## src/rtl/alu_sequencer_pkg.sv

```systemverilog
// Shared encodings for the ALU sequencer: request opcodes, ALU control words and FSM states.
// Data vectors are declared [0:W-1], so bit 0 is the MSB (sign) and bit W-1 is the LSB.
package alu_sequencer_pkg;

    typedef enum logic [3:0] {
        OpAdd   = 4'd0,
        OpSub   = 4'd1,
        OpAnd   = 4'd2,
        OpOr    = 4'd3,
        OpXor   = 4'd4,
        OpMul   = 4'd5,
        OpShift = 4'd6,
        OpSeq   = 4'd7,
        OpSne   = 4'd8,
        OpSlt   = 4'd9,
        OpSgt   = 4'd10,
        OpSle   = 4'd11,
        OpSge   = 4'd12
    } op_e;

    // Leftmost bit is carry-in/subtract; the remaining three select the ALU result.
    localparam logic [0:3] CtrlAnd   = 4'b0000;
    localparam logic [0:3] CtrlOr    = 4'b0001;
    localparam logic [0:3] CtrlXor   = 4'b0010;
    localparam logic [0:3] CtrlMul   = 4'b0011;
    localparam logic [0:3] CtrlShift = 4'b0100;
    localparam logic [0:3] CtrlAdd   = 4'b0101;
    localparam logic [0:3] CtrlSub   = 4'b1101;

    typedef enum logic [1:0] {
        StIdle,
        StExec,
        StMwait,
        StResp
    } state_e;

    // Reduce a subtraction result to the flag of a set-compare op.
    function automatic logic set_flag(input logic [3:0] op, input logic lt, input logic zero);
        logic flag;
        flag = 1'b0;
        case (op)
            OpSeq:   flag = zero;
            OpSne:   flag = !zero;
            OpSlt:   flag = lt;
            OpSgt:   flag = !lt && !zero;
            OpSle:   flag = lt || zero;
            OpSge:   flag = !lt;
            default: flag = 1'b0;
        endcase
        return flag;
    endfunction

endpackage

```

## src/rtl/alu_sequencer_decode.sv

```systemverilog
// Opcode decoder: maps a request opcode to its ALU control word and classification flags.
module alu_op_decode
    import alu_sequencer_pkg::*;
(
    input  logic [3:0] i_op,
    output logic [0:3] o_ctrl,
    output logic       o_is_mul,
    output logic       o_is_set,
    output logic       o_illegal
);

    always_comb begin
        o_ctrl    = CtrlAnd;
        o_is_mul  = 1'b0;
        o_is_set  = 1'b0;
        o_illegal = 1'b0;
        case (i_op)
            OpAdd:   o_ctrl = CtrlAdd;
            OpSub:   o_ctrl = CtrlSub;
            OpAnd:   o_ctrl = CtrlAnd;
            OpOr:    o_ctrl = CtrlOr;
            OpXor:   o_ctrl = CtrlXor;
            OpMul: begin
                o_ctrl   = CtrlMul;
                o_is_mul = 1'b1;
            end
            OpShift: o_ctrl = CtrlShift;
            OpSeq, OpSne, OpSlt, OpSgt, OpSle, OpSge: begin
                o_ctrl   = CtrlSub;
                o_is_set = 1'b1;
            end
            default: o_illegal = 1'b1;
        endcase
    end

endmodule

```

## src/rtl/alu_sequencer.sv

```systemverilog
// Request/response sequencer around an external combinational ALU; multiplies get a
// configurable settle window, set-compare ops are reduced from the ALU's subtraction.
module alu_sequencer #(
    parameter int unsigned WIDTH      = 32,
    parameter int unsigned MUL_CYCLES = 4
) (
    input  logic             clk,
    input  logic             reset,
    input  logic             req_valid,
    output logic             req_ready,
    input  logic [3:0]       req_op,
    input  logic [0:WIDTH-1] req_a,
    input  logic [0:WIDTH-1] req_b,
    output logic [0:WIDTH-1] alu_a,
    output logic [0:WIDTH-1] alu_b,
    output logic [0:3]       alu_ctrl,
    input  logic [0:WIDTH-1] alu_out,
    output logic             rsp_valid,
    input  logic             rsp_ready,
    output logic [0:WIDTH-1] rsp_data,
    output logic             rsp_err
);

    import alu_sequencer_pkg::*;

    localparam logic [3:0] CntLoad = 4'(MUL_CYCLES - 1);

    state_e           r_state;
    state_e           w_state_next;
    logic [0:WIDTH-1] r_alu_a;
    logic [0:WIDTH-1] r_alu_b;
    logic [0:3]       r_alu_ctrl;
    logic [3:0]       r_op;
    logic             r_is_set;
    logic [3:0]       r_cnt;
    logic [0:WIDTH-1] r_rsp_data;
    logic             r_rsp_err;

    logic [0:3]       w_dec_ctrl;
    logic             w_dec_is_mul;
    logic             w_dec_is_set;
    logic             w_dec_illegal;
    logic             w_zero;
    logic             w_lt;
    logic [0:WIDTH-1] w_result;

    alu_op_decode u_decode (
        .i_op      (req_op),
        .o_ctrl    (w_dec_ctrl),
        .o_is_mul  (w_dec_is_mul),
        .o_is_set  (w_dec_is_set),
        .o_illegal (w_dec_illegal)
    );

    // Signed less-than from a - b: on differing signs the sign of a decides, avoiding overflow.
    assign w_zero   = (alu_out == '0);
    assign w_lt     = (r_alu_a[0] != r_alu_b[0]) ? r_alu_a[0] : alu_out[0];
    assign w_result = r_is_set ? {{(WIDTH-1){1'b0}}, set_flag(r_op, w_lt, w_zero)} : alu_out;

    always_ff @(posedge clk or posedge reset) begin
        if (reset) begin
            r_state <= StIdle;
        end else begin
            r_state <= w_state_next;
        end
    end

    always_comb begin
        w_state_next = r_state;
        req_ready    = 1'b0;
        rsp_valid    = 1'b0;
        case (r_state)
            StIdle: begin
                req_ready = 1'b1;
                if (req_valid) begin
                    if (w_dec_illegal) begin
                        w_state_next = StResp;
                    end else if (w_dec_is_mul) begin
                        w_state_next = StMwait;
                    end else begin
                        w_state_next = StExec;
                    end
                end
            end
            StExec:  w_state_next = StResp;
            StMwait: begin
                if (r_cnt == '0) begin
                    w_state_next = StResp;
                end
            end
            StResp: begin
                rsp_valid = 1'b1;
                if (rsp_ready) begin
                    w_state_next = StIdle;
                end
            end
            default: w_state_next = StIdle;
        endcase
    end

    always_ff @(posedge clk or posedge reset) begin
        if (reset) begin
            r_alu_a    <= '0;
            r_alu_b    <= '0;
            r_alu_ctrl <= CtrlAnd;
            r_op       <= '0;
            r_is_set   <= 1'b0;
            r_cnt      <= '0;
            r_rsp_data <= '0;
            r_rsp_err  <= 1'b0;
        end else begin
            case (r_state)
                StIdle: begin
                    if (req_valid) begin
                        r_alu_a    <= req_a;
                        r_alu_b    <= req_b;
                        r_alu_ctrl <= w_dec_ctrl;
                        r_op       <= req_op;
                        r_is_set   <= w_dec_is_set;
                        r_rsp_data <= '0;
                        r_rsp_err  <= w_dec_illegal;
                        if (w_dec_is_mul) begin
                            r_cnt <= CntLoad;
                        end
                    end
                end
                StExec:  r_rsp_data <= w_result;
                StMwait: begin
                    if (r_cnt == '0) begin
                        r_rsp_data <= w_result;
                    end else begin
                        r_cnt <= r_cnt - 4'd1;
                    end
                end
                default: ;
            endcase
        end
    end

    assign alu_a    = r_alu_a;
    assign alu_b    = r_alu_b;
    assign alu_ctrl = r_alu_ctrl;
    assign rsp_data = r_rsp_data;
    assign rsp_err  = r_rsp_err;

endmodule

```

## config.mk

```make
export PLATFORM = sky130hd
export DESIGN_NAME = alu_sequencer
export DESIGN_NICKNAME = d
export VERILOG_FILES = /design/src/rtl/alu_sequencer_pkg.sv /design/src/rtl/alu_sequencer_decode.sv /design/src/rtl/alu_sequencer.sv
export SDC_FILE = /design/constraint.sdc
export NUM_CORES = 1
export LEC_CHECK = 0
export CAP_MARGIN = 20
export CORE_MARGIN = 2
export CORE_UTILIZATION = 37
export DETAILED_ROUTE_END_ITERATION = 12
export HOLD_SLACK_MARGIN = 0.05
export MAX_ROUTING_LAYER = met4
export PLACE_DENSITY = 0.76
export SLEW_MARGIN = 20
export SYNTH_ARGS = -nofsm -noshare
export SYNTH_HDL_FRONTEND = slang
export SYNTH_SLANG_ARGS = --single-unit
```

## constraint.sdc

```tcl
create_clock -name clk -period 4.55 [get_ports clk]
set_clock_uncertainty 0.2 [all_clocks]
set_input_delay 1.365 -clock clk [delete_from_list [all_inputs] [get_ports clk]]
set_output_delay 1.365 -clock clk [all_outputs]
set_load 0.01 [all_outputs]
```

==> key figures, run 1 <==
Route
  – Vias per inst: 5.09
  – DRT iter0 DRCs: 201
  – Total wire length: 11800 µm
  – Drt first pass iters: 4
  – DRC viols: 0
  – Vias: 3501
  – WL/cell: 17.1 µm
  – Remaining antenna violation count: 0

Critical path
  – CP Cell Sequence: inv_1 -> ha_1 -> clkdlybuf4s50_1
  – CP Launch Type: flop
  – Crit path DAT: 1.76 ns
  – CP max FO: 6
  – CP max stage delay: 0.59 ns
  – Setup CP Type: flop to primary output
  – R2R setup slack: 2.10 ns
  – Nature of the critical path endpoint: primary output
  – Worst Reg-to-Reg Cells: 7
  – Slowest cell on the critical path: clkdlybuf4s50_1
  – Worst path required time: 2.98 ns
  – Crit path launch: r_state[0]
  – Worst r2r dst: rsp_data[31]
  – CP endpoint: req_ready
  – Reg2reg start: r_cnt[0]

Floorplan
  – Die height: 114 µm
  – Total core area: 0.0120 mm²
  – Chip width: 114 µm
  – Total I/O pin count: 207
  – Starting Density: 37.8%
  – Die Area: 0.0131 mm²
  – Row cnt: 40

Global routing
  – Initial antenna violation count: 0
  – First-pass GRT wire length: 18500 µm
  – GRT overflow: 0
  – Vias in the first global route: 3729
  – Global Route Usage Sum: 18.7%
  – Largest net degree at the start of global routing: 83

Pwr
  – Tot Pwr: 4.76 mW
  – P per Cell Area: 674 mW/mm²
  – VDD IR-drop max: 0.366 mV
  – Leakage: 3.01 nW

Synthesis
  – Number of synthesis warnings: 0
  – Seq/Total Area, Yosys: 62.1%
  – Syn Inst Count: 330
  – Netlist cell types: 38
  – Post-synth net total: 439
  – Top_reg_cell synth: dfrtp_1
  – Synthesized area: 0.00452 mm²
  – Async SR Flop Fraction: 100%
  – EDFF count, synth: 0
  – Yosys reg bits: 112
  – Mean Syn Cell Area: 13.7 µm²

STA
  – Final worst-path setup slack: 1.22 ns
  – Relative slew slack: 51.8%
  – Endpoints failing setup: 0
  – RSZ-0062 raised after global routing: false
  – Slew at the pin with the worst max-slew slack: 0.723 ns
  – Slew Limit Fails: 0
  – Max frequency: 0.300 GHz
  – Final Hold Fails: 0
  – Minimum clock period: 3.33 ns
  – Setup TNS Final: 0 ns
  – Final period utilization: 73.2%

Cells and area
  – Area Overhead vs Synth: 56.6%
  – Share of layout cells above drive strength 1: 16.3%
  – # diodes: 0
  – Final instance area: 0.00707 mm²
  – Fillers: 971
  – Post-route insts no fill: 688
  – Final #Nets: 646

Placement
  – GPL Wtd Cong: 0.811
  – Dpl ws: 0.979 ns
  – Post-DP Area: 0.00677 mm²
  – Post-DP HPWL: 8630 µm
  – # placed instances: 673
  – IO Port Bufs: 206

CTS
  – CTS tree: yes
  – Clk_lat worst skew: 0.34 ns
  – Root Driver: clkbuf_16
  – Post-CTS setup buffer count: 0
  – H-tree Lvls: 3
  – Clk sinks: 112
  – CTS clk-pin slew, worst paths: 0.07 ns
  – Post-CTS Hold Buffers: 0
  – CTS resizes: 0
  – Total CTS buffers: 9
  – CTS Buffer Depth: 2

Worst hold path
  – Worst Hold Launch: r_cnt[0]
  – Hold WC Path Type: flop to flop

Outcome
  – Status: complete, no violations

Run
  – Max Cap Viol: 0
## kinds of logic (layout without fill, tap and decap cells)
group,Yosys count,count (layout),synth area share [%]
flops,112,112,62.1
simple gates,54,54,6.29
fa+ha+maj,5,5,1.39
xor+xnor,2,2,0.388
mux,69,69,17.2
compound gates,62,62,10.5
buf+inv,26,237,2.24
## sequential cells by signal (all words and copies together) (netlist names)
signal    count
rsp_data     32
r_state       2
r_op          4
alu_ctrl      4
rsp_err       1
r_is_set      1
alu_b        32
alu_a        32
r_cnt         4
## through the flow
stage               hold WS [ns]  util, %
floorplan                  0.261        -
global placement           0.272     56.6
detailed placement         0.277     56.6
CTS                        0.289     59.1
global route               0.314     59.1
finish                     0.286     59.1
## worst min path at each step
stage / endpoint / slack (ns) / depth (start not counted)
2_1_floorplan: r_cnt[0] / 0.26 / 1
3_3_place_gp: alu_ctrl[1] / 0.27 / 2
3_5_place_dp: alu_ctrl[3] / 0.28 / 2
4_1_cts: r_cnt[0] / 0.29 / 1
5_1_grt: alu_a[31] / 0.31 / 1
6_report: r_cnt[0] / 0.29 / 1
## final cells by class
class / count / area [µm²] / area share, %
clock inverter: 2 / 38.8 / 0.549
inverter: 11 / 46.3 / 0.655
sequential: 112 / 2800 / 39.6
clock buffer: 13 / 260 / 3.68
multi-input combinational: 192 / 1630 / 23.0
tap: 147 / 184 / 2.60
timing repair buffer: 211 / 2110 / 29.9
## layout by cell type (no fill, tap or decap), types with 2 or more instances in the layout
| master | n |
|---|---|
| xnor2_1 | 2 |
| and2_1 | 2 |
| nor3_1 | 4 |
| inv_1 | 10 |
| clkdlybuf4s50_1 | 206 |
| o22ai_1 | 2 |
| buf_4 | 4 |
| a31oi_1 | 3 |
| mux2i_1 | 2 |
| a22o_1 | 31 |
| nand2_1 | 16 |
| dfrtp_1 | 112 |
| ha_1 | 5 |
| nand4_1 | 2 |
| nor3b_1 | 3 |
| nor4_1 | 8 |
| clkbuf_1 | 2 |
| o21ai_0 | 13 |
| clkbuf_8 | 2 |
| nor2_1 | 9 |
| a21oi_1 | 3 |
| clkbuf_16 | 9 |
| mux2_2 | 67 |
| nand2b_1 | 2 |
## power breakdown
| group | leakage (nW) | internal, mW | switching, mW | total [mW] |
|---|---|---|---|---|
| clock | 0.146 | 0.456 | 0.339 | 0.795 |
| sequential | 1.38 | 1.45 | 0.266 | 1.72 |
| combinational | 1.49 | 1.31 | 0.936 | 2.25 |
## worst max-delay path: cells and delay by family, from the launching register on
kind                     cells  cell delay, ns
buffers and inverters        2            0.71
adder cells (fa/ha/maj)      1            0.32
flip-flops                   1            0.39
## layer usage
| layer | global-route usage, % | wire length, µm |
|---|---|---|
| met1 | 22.7 | 4820 |
| met2 | 30.0 | 5840 |
| met3 | 4.61 | 811 |
| met4 | 7.48 | 279 |
| met5 | - | 0 |
## synth_stat cells (2+ instances only)
library cell	number	area share, %
a21oi_1	3	0.33
a22o_1	31	6.0
a31oi_1	3	0.42
and2_1	2	0.28
buf_2	3	0.33
clkbuf_1	12	1.0
dfrtp_1	112	62
ha_1	5	1.4
inv_1	11	0.91
mux2_2	67	17
mux2i_1	2	0.44
nand2_1	17	1.4
nand2b_1	2	0.28
nand4_1	2	0.28
nor2_1	9	0.75
nor3_1	4	0.44
nor3b_1	3	0.50
nor4_1	8	1.1
o21ai_0	13	1.4
o22ai_1	2	0.28
xnor2_1	2	0.39
No activity file was read; power rests on OpenSTA's default activity.
==> inputs of run 2 (changes only) <==
Settings changed: CORE_UTILIZATION 37 to 40, PLACE_DENSITY 0.76 to 0.78.
Clock period 4.55 ns to 3.3 ns, I/O delays scaled along.
==> key figures, run 2 (synthesis gave the netlist of run 1 again) <==
Route
  – Total wire length: 11200 µm (-4.5%)
  – Remaining antenna violation count: 0 (unchanged)
  – Vias: 3522 (+0.60%)
  – DRT iter0 DRCs: 173 (-14%)
  – WL/cell: 16.4 µm (-4.2%)
  – DRC viols: 0 (unchanged)
  – Vias per inst: 5.13 (+0.89%)
  – Drt first pass iters: 4 (unchanged)

Pwr
  – Tot Pwr: 6.52 mW (+37%)
  – P per Cell Area: 917 mW/mm² (+36%)
  – Leakage: 3.04 nW (+0.94%)
  – P_sw: 2.08 mW (+35%)
  – Reg power frac: 36.2% (about the same)
  – Comb power frac: 47.5% (+0.3 points)
  – Pint: 4.44 mW (+38%)
  – Clk pwr share: 16.4% (-0.3 points)
  – Switching share of total power: 31.9% (-0.45 points)
  – VDD IR-drop max: 0.406 mV (+11%)

CTS
  – Total CTS buffers: 9 (unchanged)
  – Post-CTS setup buffer count: 0 (unchanged)
  – Clk_lat worst skew: 0.33 ns (about the same)
  – CTS resizes: 0 (unchanged)
  – CTS Buffer Depth: 2 (unchanged)
  – H-tree Lvls: 3 (unchanged)
  – CTS clk-pin slew, worst paths: 0.07 ns (about the same)
  – Post-CTS Hold Buffers: 0 (unchanged)
  – CTS tree: yes
  – Root Driver: clkbuf_16
  – Clk sinks: 112 (unchanged)

Critical path
  – CP max stage delay: 0.60 ns (about the same)
  – Crit path DAT: 1.75 ns (about the same)
  – CP Cell Sequence: inv_1 -> ha_1 -> clkdlybuf4s50_1
  – Nature of the critical path endpoint: primary output
  – Worst path required time: 2.11 ns (-0.87 ns)
  – Crit-path leading delay family: buffers and inverters
  – Slowest cell on the critical path: clkdlybuf4s50_1
  – Setup CP Type: flop to primary output
  – CP Launch Type: flop
  – CP max FO: 6 (unchanged)
  – Crit path buffers/inverters: 2 (unchanged)

Global routing
  – GRT overflow: 0 (unchanged)
  – Initial antenna violation count: 0 (unchanged)
  – Vias in the first global route: 3702 (-0.72%)
  – First-pass GRT wire length: 17200 µm (-7.1%)
  – Largest net degree at the start of global routing: 65 (-22%)
  – Global Route Usage Sum: 18.9% (+0.21 points)

Outcome
  – Status: complete, no violations

STA
  – RSZ-0062 raised after global routing: false
  – Final Hold Fails: 0 (unchanged)
  – Relative slew slack: 60.4% (+8.6 points)
  – Final worst-path setup slack: 0.360 ns (-0.861 ns)
  – Slew at the pin with the worst max-slew slack: 0.594 ns (-0.129 ns)
  – Setup TNS Final: 0 ns (unchanged)
  – Slew Limit Fails: 0 (unchanged)
  – Final period utilization: 89.1%
  – Endpoints failing setup: 0 (unchanged)
  – Minimum clock period: 2.94 ns
  – Max frequency: 0.340 GHz

Cells and area
  – Most frequent cells in the layout: clkdlybuf4s50_1 (206), dfrtp_1 (112), mux2_2 (67), a22o_1 (31), nand2_1 (16)
  – Post-layout util: 65.0% (+5.9 points)
  – Reg area: 0.00280 mm² (unchanged)
  – Final #Nets: 650 (+0.62%)
  – Fillers: 848 (-13%)
  – Share of layout cells above drive strength 1: 17.4% (+1.1 points)
  – Area Overhead vs Synth: 57.4%
  – Commonest non-fill, non-tap cell in the layout: clkdlybuf4s50_1
  – Multi-input logic area: 0.00163 mm² (unchanged)
  – # diodes: 0 (unchanged)

Floorplan
  – Total I/O pin count: 207 (unchanged)
  – Die Area: 0.0122 mm² (-7.2%)
  – Die height: 110 µm (-3.7%)
  – Row cnt: 38 (-5.0%)
  – Starting Density: 41.3% (+3.5 points)
  – Total core area: 0.0109 mm² (-8.6%)
  – Chip width: 110 µm (-3.7%)

Run
  – Max Cap Viol: 0 (unchanged)

Placement
  – Post-DP HPWL: 8380 µm (-2.9%)
  – IO Port Bufs: 206 (unchanged)
  – GPL Wtd Cong: 0.901 (+11%)
  – Dpl ws: 0.126 ns (-0.854 ns)

Worst hold path
  – Hold WC Path Type: flop to flop
-- run 2: changes by cell type in the layout (fill, tap and decap cells not counted), sizes merged --
cell      delta
buf          +4
clkinvlp     +1
bufinv       -1
clkinv       +1
inv          -1
clkbuf       +1
-- run 2: path summary, 6_finish.rpt --
check	from	end	slack, ns	cells after the start
worst max-delay path	r_state[0]	req_ready	0.36	3
worst min-delay path	alu_ctrl[3]	alu_ctrl[3]	0.28	2
worst max register to register	r_cnt[0]	rsp_data[31]	0.87	7
worst min register to register	alu_ctrl[3]	alu_ctrl[3]	0.28	2
max in group asynchronous	reset	r_state[1]	1.47	3
min in group asynchronous	reset	r_cnt[2]	0.90	3
-- run 2: area by class of cell --
class / count / share of cell area, %
clock buffers: 14 / 4.14
clock inverters: 2 / 0.141
inverters: 11 / 0.634
multi-input cells: 192 / 22.9
flip-flops and latches: 112 / 39.4
well taps: 140 / 2.46
repair buffers: 215 / 30.3
-- run 2: worst register-to-register path, cell delays in order (launching register included) --
cell and delay, ns:
dfrtp_1 0.40, inv_1 0.07, ha_1 0.15, or3b_1 0.40, a221o_1 0.39, and2_1 0.20
a31o_1 0.18, o32a_1 0.33
-- run 2: power groups by stage --
stage | Sequential [mW] | Combinational (mW) | Clock, mW
floorplan | 2.60 | 1.26 | 0
global placement | 2.34 | 3.06 | 0
detailed placement | 2.38 | 3.12 | 0
CTS | 2.36 | 3.14 | 1.10
global route | 2.44 | 3.34 | 1.16
finish | 2.36 | 3.09 | 1.07
-- run 2: layer usage --
metal  share of wire [%]  global-route usage [%]  routed length (µm)  vias to the layer above
met3                 9.1                    5.47                1020                       18
met4                 2.2                    7.41                 248                        0
met1                  40                    22.0                4520                     1722
met2                  48                    31.0                5430                      150
met5                   0                       -                   0                        -
li1                    -                       -                   -                     1632
-- run 2: per-stage QoR --
stage	hold slack (ns)	instances	instance area, µm²
floorplan	0.261	330	4520
global placement	0.262	670	6800
detailed placement	0.270	670	6800
CTS	0.286	686	7110
global route	0.317	686	7110
finish	0.279	686	7110
==> inputs of run 3 (changes only) <==
Settings changed: CORE_ASPECT_RATIO set to 1.1, CTS_CLUSTER_DIAMETER set to 60.
==> key figures, run 3 (synthesis gave the netlist of run 1 again) <==
Cells and area
  – Most frequent cells in the layout: clkdlybuf4s50_1 (206), dfrtp_1 (112), mux2_2 (67), a22o_1 (31), nand2_1 (16)
  – Final instance area: 0.00716 mm² (+0.72%)
  – Share of layout cells above drive strength 1: 17.2% (-0.21 points)
  – Fillers: 804 (-5.2%)
  – Final #Nets: 651 (+0.15%)
  – Commonest non-fill, non-tap cell in the layout: clkdlybuf4s50_1
  – # diodes: 0 (unchanged)
  – Area Overhead vs Synth: 58.5%

STA
  – Final period utilization: 90.8% (+1.7 points)
  – Minimum clock period: 3.00 ns (+0.0567 ns)
  – Slew Limit Fails: 0 (unchanged)
  – RSZ-0062 raised after global routing: false
  – Final Hold Fails: 0 (unchanged)
  – Endpoints failing setup: 0 (unchanged)
  – Slew at the pin with the worst max-slew slack: 0.634 ns (+0.0407 ns)
  – Relative slew slack: 57.6% (-2.8 points)
  – Max frequency: 0.334 GHz (-1.9%)
  – Setup TNS Final: 0 ns (unchanged)

Outcome
  – Status: complete, no violations

Floorplan
  – Starting Density: 41.2% (-0.094 points)
  – Die Area: 0.0122 mm² (about the same)
  – Die height: 115 µm (+4.7%)
  – Chip width: 105 µm (-4.5%)
  – Row cnt: 40 (+5.3%)
  – Total I/O pin count: 207 (unchanged)
  – Total core area: 0.0110 mm² (+0.23%)

Route
  – Vias per inst: 5.13 (about the same)
  – DRT iter0 DRCs: 127 (-27%)
  – Remaining antenna violation count: 0 (unchanged)
  – WL/cell: 16.0 µm (-2.0%)
  – DRC viols: 0 (unchanged)
  – Vias: 3563 (+1.2%)
  – Total wire length: 11100 µm (-0.81%)
  – Drt first pass iters: 4 (unchanged)

Placement
  – Post-DP HPWL: 8280 µm (-1.2%)
  – IO Port Bufs: 206 (unchanged)
  – Post-DP Area: 0.00684 mm² (+0.61%)
  – GPL Wtd Cong: 0.830 (-7.9%)

CTS
  – CTS tree: yes
  – CTS Buffer Depth: 2 (unchanged)
  – Root Driver: clkbuf_16
  – Clk sinks: 112 (unchanged)
  – CTS resizes: 0 (unchanged)
  – Post-CTS setup buffer count: 0 (unchanged)
  – Total CTS buffers: 9 (unchanged)
  – CTS clk-pin slew, worst paths: 0.07 ns (about the same)
  – Post-CTS Hold Buffers: 0 (unchanged)
  – Clk_lat worst skew: 0.34 ns (about the same)
  – H-tree Lvls: 3 (unchanged)

Pwr
  – P per Cell Area: 924 mW/mm² (+0.72%)
  – Leakage: 3.05 nW (+0.32%)
  – VDD IR-drop max: 0.427 mV (+5.3%)

Global routing
  – Vias in the first global route: 3559 (-3.9%)
  – GRT overflow: 0 (unchanged)
  – Largest net degree at the start of global routing: 50 (-23%)
  – First-pass GRT wire length: 17700 µm (+2.7%)
  – Global Route Usage Sum: 18.9% (-0.025 points)
  – Initial antenna violation count: 0 (unchanged)

Critical path
  – Setup CP Type: flop to primary output
  – CP Launch Type: flop
  – CP max FO: 6 (unchanged)
  – Nature of the critical path endpoint: primary output
  – Worst path required time: 2.11 ns (about the same)
  – Crit path DAT: 1.81 ns (+0.06 ns)

Worst hold path
  – Hold WC Path Type: flop to flop

Run
  – Max Cap Viol: 0 (unchanged)
## run 3: cell count changes in the layout (fill, tap and decap cells not counted)
| cell | previous run | this run |
|---|---|---|
| clkbuf_8 | 5 | 0 |
| buf_12 | 2 | 4 |
| bufinv_16 | 0 | 2 |
| clkbuf_1 | 0 | 2 |
| buf_4 | 7 | 6 |
| clkinv_2 | 2 | 1 |
| clkinv_4 | 0 | 1 |
| clkinvlp_4 | 1 | 2 |
## run 3: worst max-delay path, stage by stage, from the launching register on
cell,delay [ns]
dfrtp_1,0.41
inv_1,0.12
ha_1,0.33
clkdlybuf4s50_1,0.60
## run 3: final timing paths
path	cells past startpoint	startpoint	end	slack, ns
max	3	r_state[1]	req_ready	0.30
min	2	alu_ctrl[3]	alu_ctrl[3]	0.29
max reg2reg	7	r_cnt[0]	rsp_data[31]	0.86
min reg2reg	2	alu_ctrl[3]	alu_ctrl[3]	0.29
max in group asynchronous	3	reset	alu_b[8]	1.35
min in group asynchronous	2	reset	alu_b[18]	0.88
## run 3: where the power goes
group	total (mW)	switching [mW]	internal, mW
clock	1.14	0.474	0.666
combinational	3.13	1.30	1.83
sequential	2.34	0.340	2.00
total	6.61	2.11	4.50
## run 3: metrics by stage
step / setup WS (ns) / power, mW / hold slack (ns) / utilization [%] / cells
finish: 0.303 / 6.61 / 0.286 / 65.3 / 694
global placement: 0.137 / 5.42 / 0.270 / 62.4 / 678
global route: 0.230 / 7.02 / 0.316 / 65.3 / 694
CTS: 0.289 / 6.70 / 0.286 / 65.3 / 694
floorplan: 0.753 / 3.86 / 0.261 / - / 330
detailed placement: 0.123 / 5.51 / 0.271 / 62.4 / 678
## run 3: per-layer routing
layer  vias up  share of wire, %  wire length (µm)  GRT usage, %
li1       1636                 -                 -             -
met1      1746                41              4590          23.2
met2       163                49              5430          30.0
met3        18               8.0               891          4.84
met4         0               2.0               223          7.38
met5         -                 0                 0             -
## run 3: final cells by class
type / instances / area, µm² / area share, %
timing repair buffer: 216 / 2190 / 30.6
tap: 147 / 184 / 2.57
clock inverter: 5 / 81.3 / 1.14
clock buffer: 11 / 233 / 3.25
multi-input combinational: 192 / 1630 / 22.7
inverter: 11 / 45.0 / 0.629
sequential: 112 / 2800 / 39.2
==> RTL edit 1: new RTL, settings of run 1 <==
`WIDTH`: 32 -> 24.
--- a/src/rtl/alu_sequencer.sv
+++ b/src/rtl/alu_sequencer.sv
@@ -2,5 +2,5 @@
 // configurable settle window, set-compare ops are reduced from the ALU's subtraction.
 module alu_sequencer #(
-    parameter int unsigned WIDTH      = 32,
+    parameter int unsigned WIDTH      = 24,
     parameter int unsigned MUL_CYCLES = 4
 ) (
Ports: changed (6 resized); port bits go from 207 to 159. The function was not compared with the original's and may differ.
==> RTL edit 1 against run 1 <==
Wire length shrank 24%. Combinational power decreased by 24%. Global-route usage shrank 1.1 points. Setup slack got worse by 37 ps. Total power is 24% lower. Utilization decreased by 1.2 points. Fmax is 1.1% lower. Sequential cell count fell by 24. Worst hold slack improved by 3.7 ps. Area after synthesis shrank 18%. Non-clock buffer count decreased by 48. Cell area down 20%. Critical path type unchanged. Largest power group unchanged.
==> RTL edit 1: results (changes against run 1) <==
| Metric | Value |
|---|---|
| Status | `complete, no violations` |
| Seq/total area | `38.9% (-0.72 points)` |
| Drt total wl | `8.94 mm (-24%)` |
| Hold Slack | `290 ps (+3.70 ps)` |
| Slew HR | `58.7% (+6.8 points)` |
| R2R cell count | `5 (-2)` |
| Proportion of synthesized area in mux cells | `16.0% (-1.2 points)` |
| Synth Area in Adders | `1.95% (+0.57 points)` |
| Syn Nets | `403 (-8.2%)` |
| Largest net degree at the start of global routing | `49 (-41%)` |
| Layout clock buffers | `10 (-3)` |
| Critical R2R Capture | `alu_b[17]` |
| Buffering overhead | `28.8% (-1.0 points)` |
| Start of the worst register-to-register path | `r_state[0]` |
| Compound-Gate Fraction of Synth Area | `7.30% (-3.2 points)` |
| Fill cells | `858 (-12%)` |
| Global-route wire length before repair | `15.0 mm (-19%)` |
| Leak | `0.00235 uW (-22%)` |
| Clock-pin slew on the worst setup and hold paths | `90 ps (+20 ps)` |
| Hold Path End | `rsp_err` |
| Area taken by multi-input logic gates | `1410 sq um (-13%)` |
| ClkCell Share | `3.63% (-0.60 points)` |
| GRT Util Overall | `17.5% (-1.1 points)` |
| Post-DP Area | `5450 sq um (-19%)` |
| Repair and plain buffers | `163 (-23%)` |
| Worst hold start | `rsp_err` |
| Vias | `2909 (-17%)` |
| Post-place setup slack | `1150 ps (+174 ps)` |
| Critical-path maximum fanout | `7 (+1)` |
| Number of global-route vias before repair | `3052 (-18%)` |
| GPL Wtd Cong | `0.768 (-5.4%)` |
| CTS Root Cell | `clkbuf_8` |
==> RTL edit 1: changes by cell type in the layout (fill, tap and decap cells not counted), sizes merged, moves of 16 or more <==
cell,before,now
clkdlybuf4s50,206,158
nand2,17,60
a22o,31,0
dfrtp,112,88
o21ai,13,33
mux2,67,51
==> RTL edit 1: worst max-delay path by stage <==
stage / startpoint / endpoint / slack (ps)
floorplan: reset / alu_a[0] / 710
global placement: req_valid / alu_b[9] / 1220
detailed placement: req_valid / alu_b[17] / 1150
CTS: r_state[0] / req_ready / 1160
global route: r_state[1] / req_ready / 1060
finish: r_state[0] / req_ready / 1180
==> RTL edit 1: stage by stage <==
step	cells	power, uW
final	616	3620
after global routing	616	3890
after CTS	616	3670
after detailed placement	600	3110
after global placement	600	3050
after floorplan	318	2210
==> RTL edit 1: metal layers <==
| layer | track usage [%] | routed length (microns) |
|---|---|---|
| met5 | - | 0 |
| met4 | 3.86 | 82 |
| met3 | 5.01 | 509 |
| met2 | 27.3 | 4250 |
| met1 | 22.9 | 4100 |
==> RTL edit 2: new RTL, flow settings as in run 1 <==
Without the edit above. Put one more register stage on the output `rsp_err`, without a reset. The value now appears one clock later. The other outputs are not delayed to match.
--- a/src/rtl/alu_sequencer.sv
+++ b/src/rtl/alu_sequencer.sv
@@ -142,5 +142,7 @@
     assign alu_ctrl = r_alu_ctrl;
     assign rsp_data = r_rsp_data;
-    assign rsp_err  = r_rsp_err;
+    always_ff @(posedge clk) begin
+        rsp_err <= r_rsp_err;
+    end
 
 endmodule
Function: changed (a bounded check fails within 4 cycles, from zero or initial values and one cycle with reset high).
==> RTL edit 2 against run 1 <==
Area after synthesis is 0.44% higher. Cell count is 2.6% higher. Critical path type unchanged. Cell area is 4.7% higher. Critical path depth stayed put. Largest power group unchanged. Total power is 11% higher. Sequential cell count is 1 higher. Wire length is 0.62% higher. Setup slack worse by 53 ps.
==> RTL edit 2: results (changes against run 1) <==
| Metric | Value |
|---|---|
| Status | `complete, no violations` |
| Most area-consuming cells after synthesis | `dfrtp_1 (62%), mux2_2 (17%), a22o_1 (6.0%), o21ai_0 (1.4%), nand2_1 (1.4%)` |
| Num CTS Buffers | `17 (+8)` |
| Syn Nets | `440 (+0.23%)` |
| Global-route wire length before repair | `18.7 mm (+1.1%)` |
| Unique masters post-synth | `39 (+2.6%)` |
| Post-DP Area | `6800 sq um (+0.48%)` |
| Initial antenna violation count | `0 (unchanged)` |
| Top cells by count, synth | `dfrtp_1 (112), mux2_2 (67), a22o_1 (31)` |
| Max IR drop VDD | `429 uV (+17%)` |
| DRT iter0 DRCs | `218 (+8.5%)` |
| Mean number of vias per cell | `5.02 (-1.3%)` |
| Layout cells sized above 1 | `18.6% (+2.3 points)` |
| Dpl cells | `674 (+0.15%)` |
| Clock-pin slew on the worst setup and hold paths | `50 ps (-20 ps)` |
| Clock Tree Buf Depth | `2 (unchanged)` |
| Number of global-route vias before repair | `3855 (+3.4%)` |
| # H-tree levels | `4 (+1)` |
| Crit path arrival time | `1820 ps (+60 ps)` |
| Worst Tran Pin Value | `678 ps (-44.2 ps)` |
| GRT Util Overall | `19.2% (+0.51 points)` |
| Worst-Skew Late Latency | `400 ps (+60 ps)` |
| Hold Crit Class | `flip-flop to flip-flop` |
| Nets | `655 (+1.4%)` |
| Ys async rst share | `99.1% (-0.88 points)` |
| PortBufs | `206 (unchanged)` |
| Fill cells | `979 (+0.82%)` |
| DP HPWL | `8.77 mm (+1.6%)` |
| Largest net degree at the start of global routing | `54 (-35%)` |
| Post-Syn Instances | `331 (+0.30%)` |
| WL/cell | `16.7 microns (-1.9%)` |
| Leak | `0.00318 uW (+5.5%)` |
| Post-place setup slack | `884 ps (-95.8 ps)` |
| Sequential area share after synthesis | `62.2% (+0.17 points)` |
| GPL Wtd Cong | `0.777 (-4.3%)` |
| Drt total wl | `11.8 mm (+0.62%)` |
==> RTL edit 2: cell types whose count changed after synthesis, sizes merged <==
cell   delta
dfxtp     +1
==> RTL edit 2: cell families (layout without fill, tap and decap cells) <==
kind of cell    Yosys count  count (layout)  share of synthesized area (%)
mux                      69              69                           17.1
xor+xnor                  2               2                          0.386
compound gates           62              62                           10.4
fa+ha+maj                 5               5                           1.38
flops                   113             113                           62.2
simple gates             54              54                           6.26
buf+inv                  26             254                           2.23
==> RTL edit 2: final timing paths <==
kind                             from           end  slack (ps)  depth (start not counted)
setup / recovery           r_state[0]     req_ready        1170                          3
hold / removal              r_rsp_err       rsp_err         190                          0
setup reg to reg             r_cnt[0]  rsp_data[31]        1940                          8
hold reg to reg             r_rsp_err       rsp_err         190                          0
max in group asynchronous       reset      alu_a[4]        2180                          3
min in group asynchronous       reset      alu_b[5]        1220                          2
==> RTL edit 2: layer usage <==
layer	vias up	wire length, microns	GRT usage (%)
met2	141	5930	30.5
met4	0	260	7.79
li1	1640	-	-
met1	1741	4710	22.2
met3	25	920	6.83
met5	-	0	-
==> RTL edit 2: area by class of cell <==
class / instances / area (sq um) / area share, %
Clock inverter: 3 / 40.0 / 0.541
Multi-Input combinational cell: 192 / 1630 / 22.0
Inverter: 11 / 43.8 / 0.592
Timing Repair Buffer: 211 / 2120 / 28.7
Sequential cell: 113 / 2820 / 38.1
Clock buffer: 29 / 561 / 7.57
Tap cell: 147 / 184 / 2.49
==> RTL edit 2: report_power, final <==
group / switching, uW / internal [uW]
combinational: 925 / 1310
sequential: 266 / 1470
clock: 419 / 880
total: 1610 / 3660
==> RTL edit 2: worst max-delay path: stages, from the launching register on <==
cell             delay [ps]
dfrtp_1                 380
inv_1                   110
ha_1                    310
clkdlybuf4s50_1         600
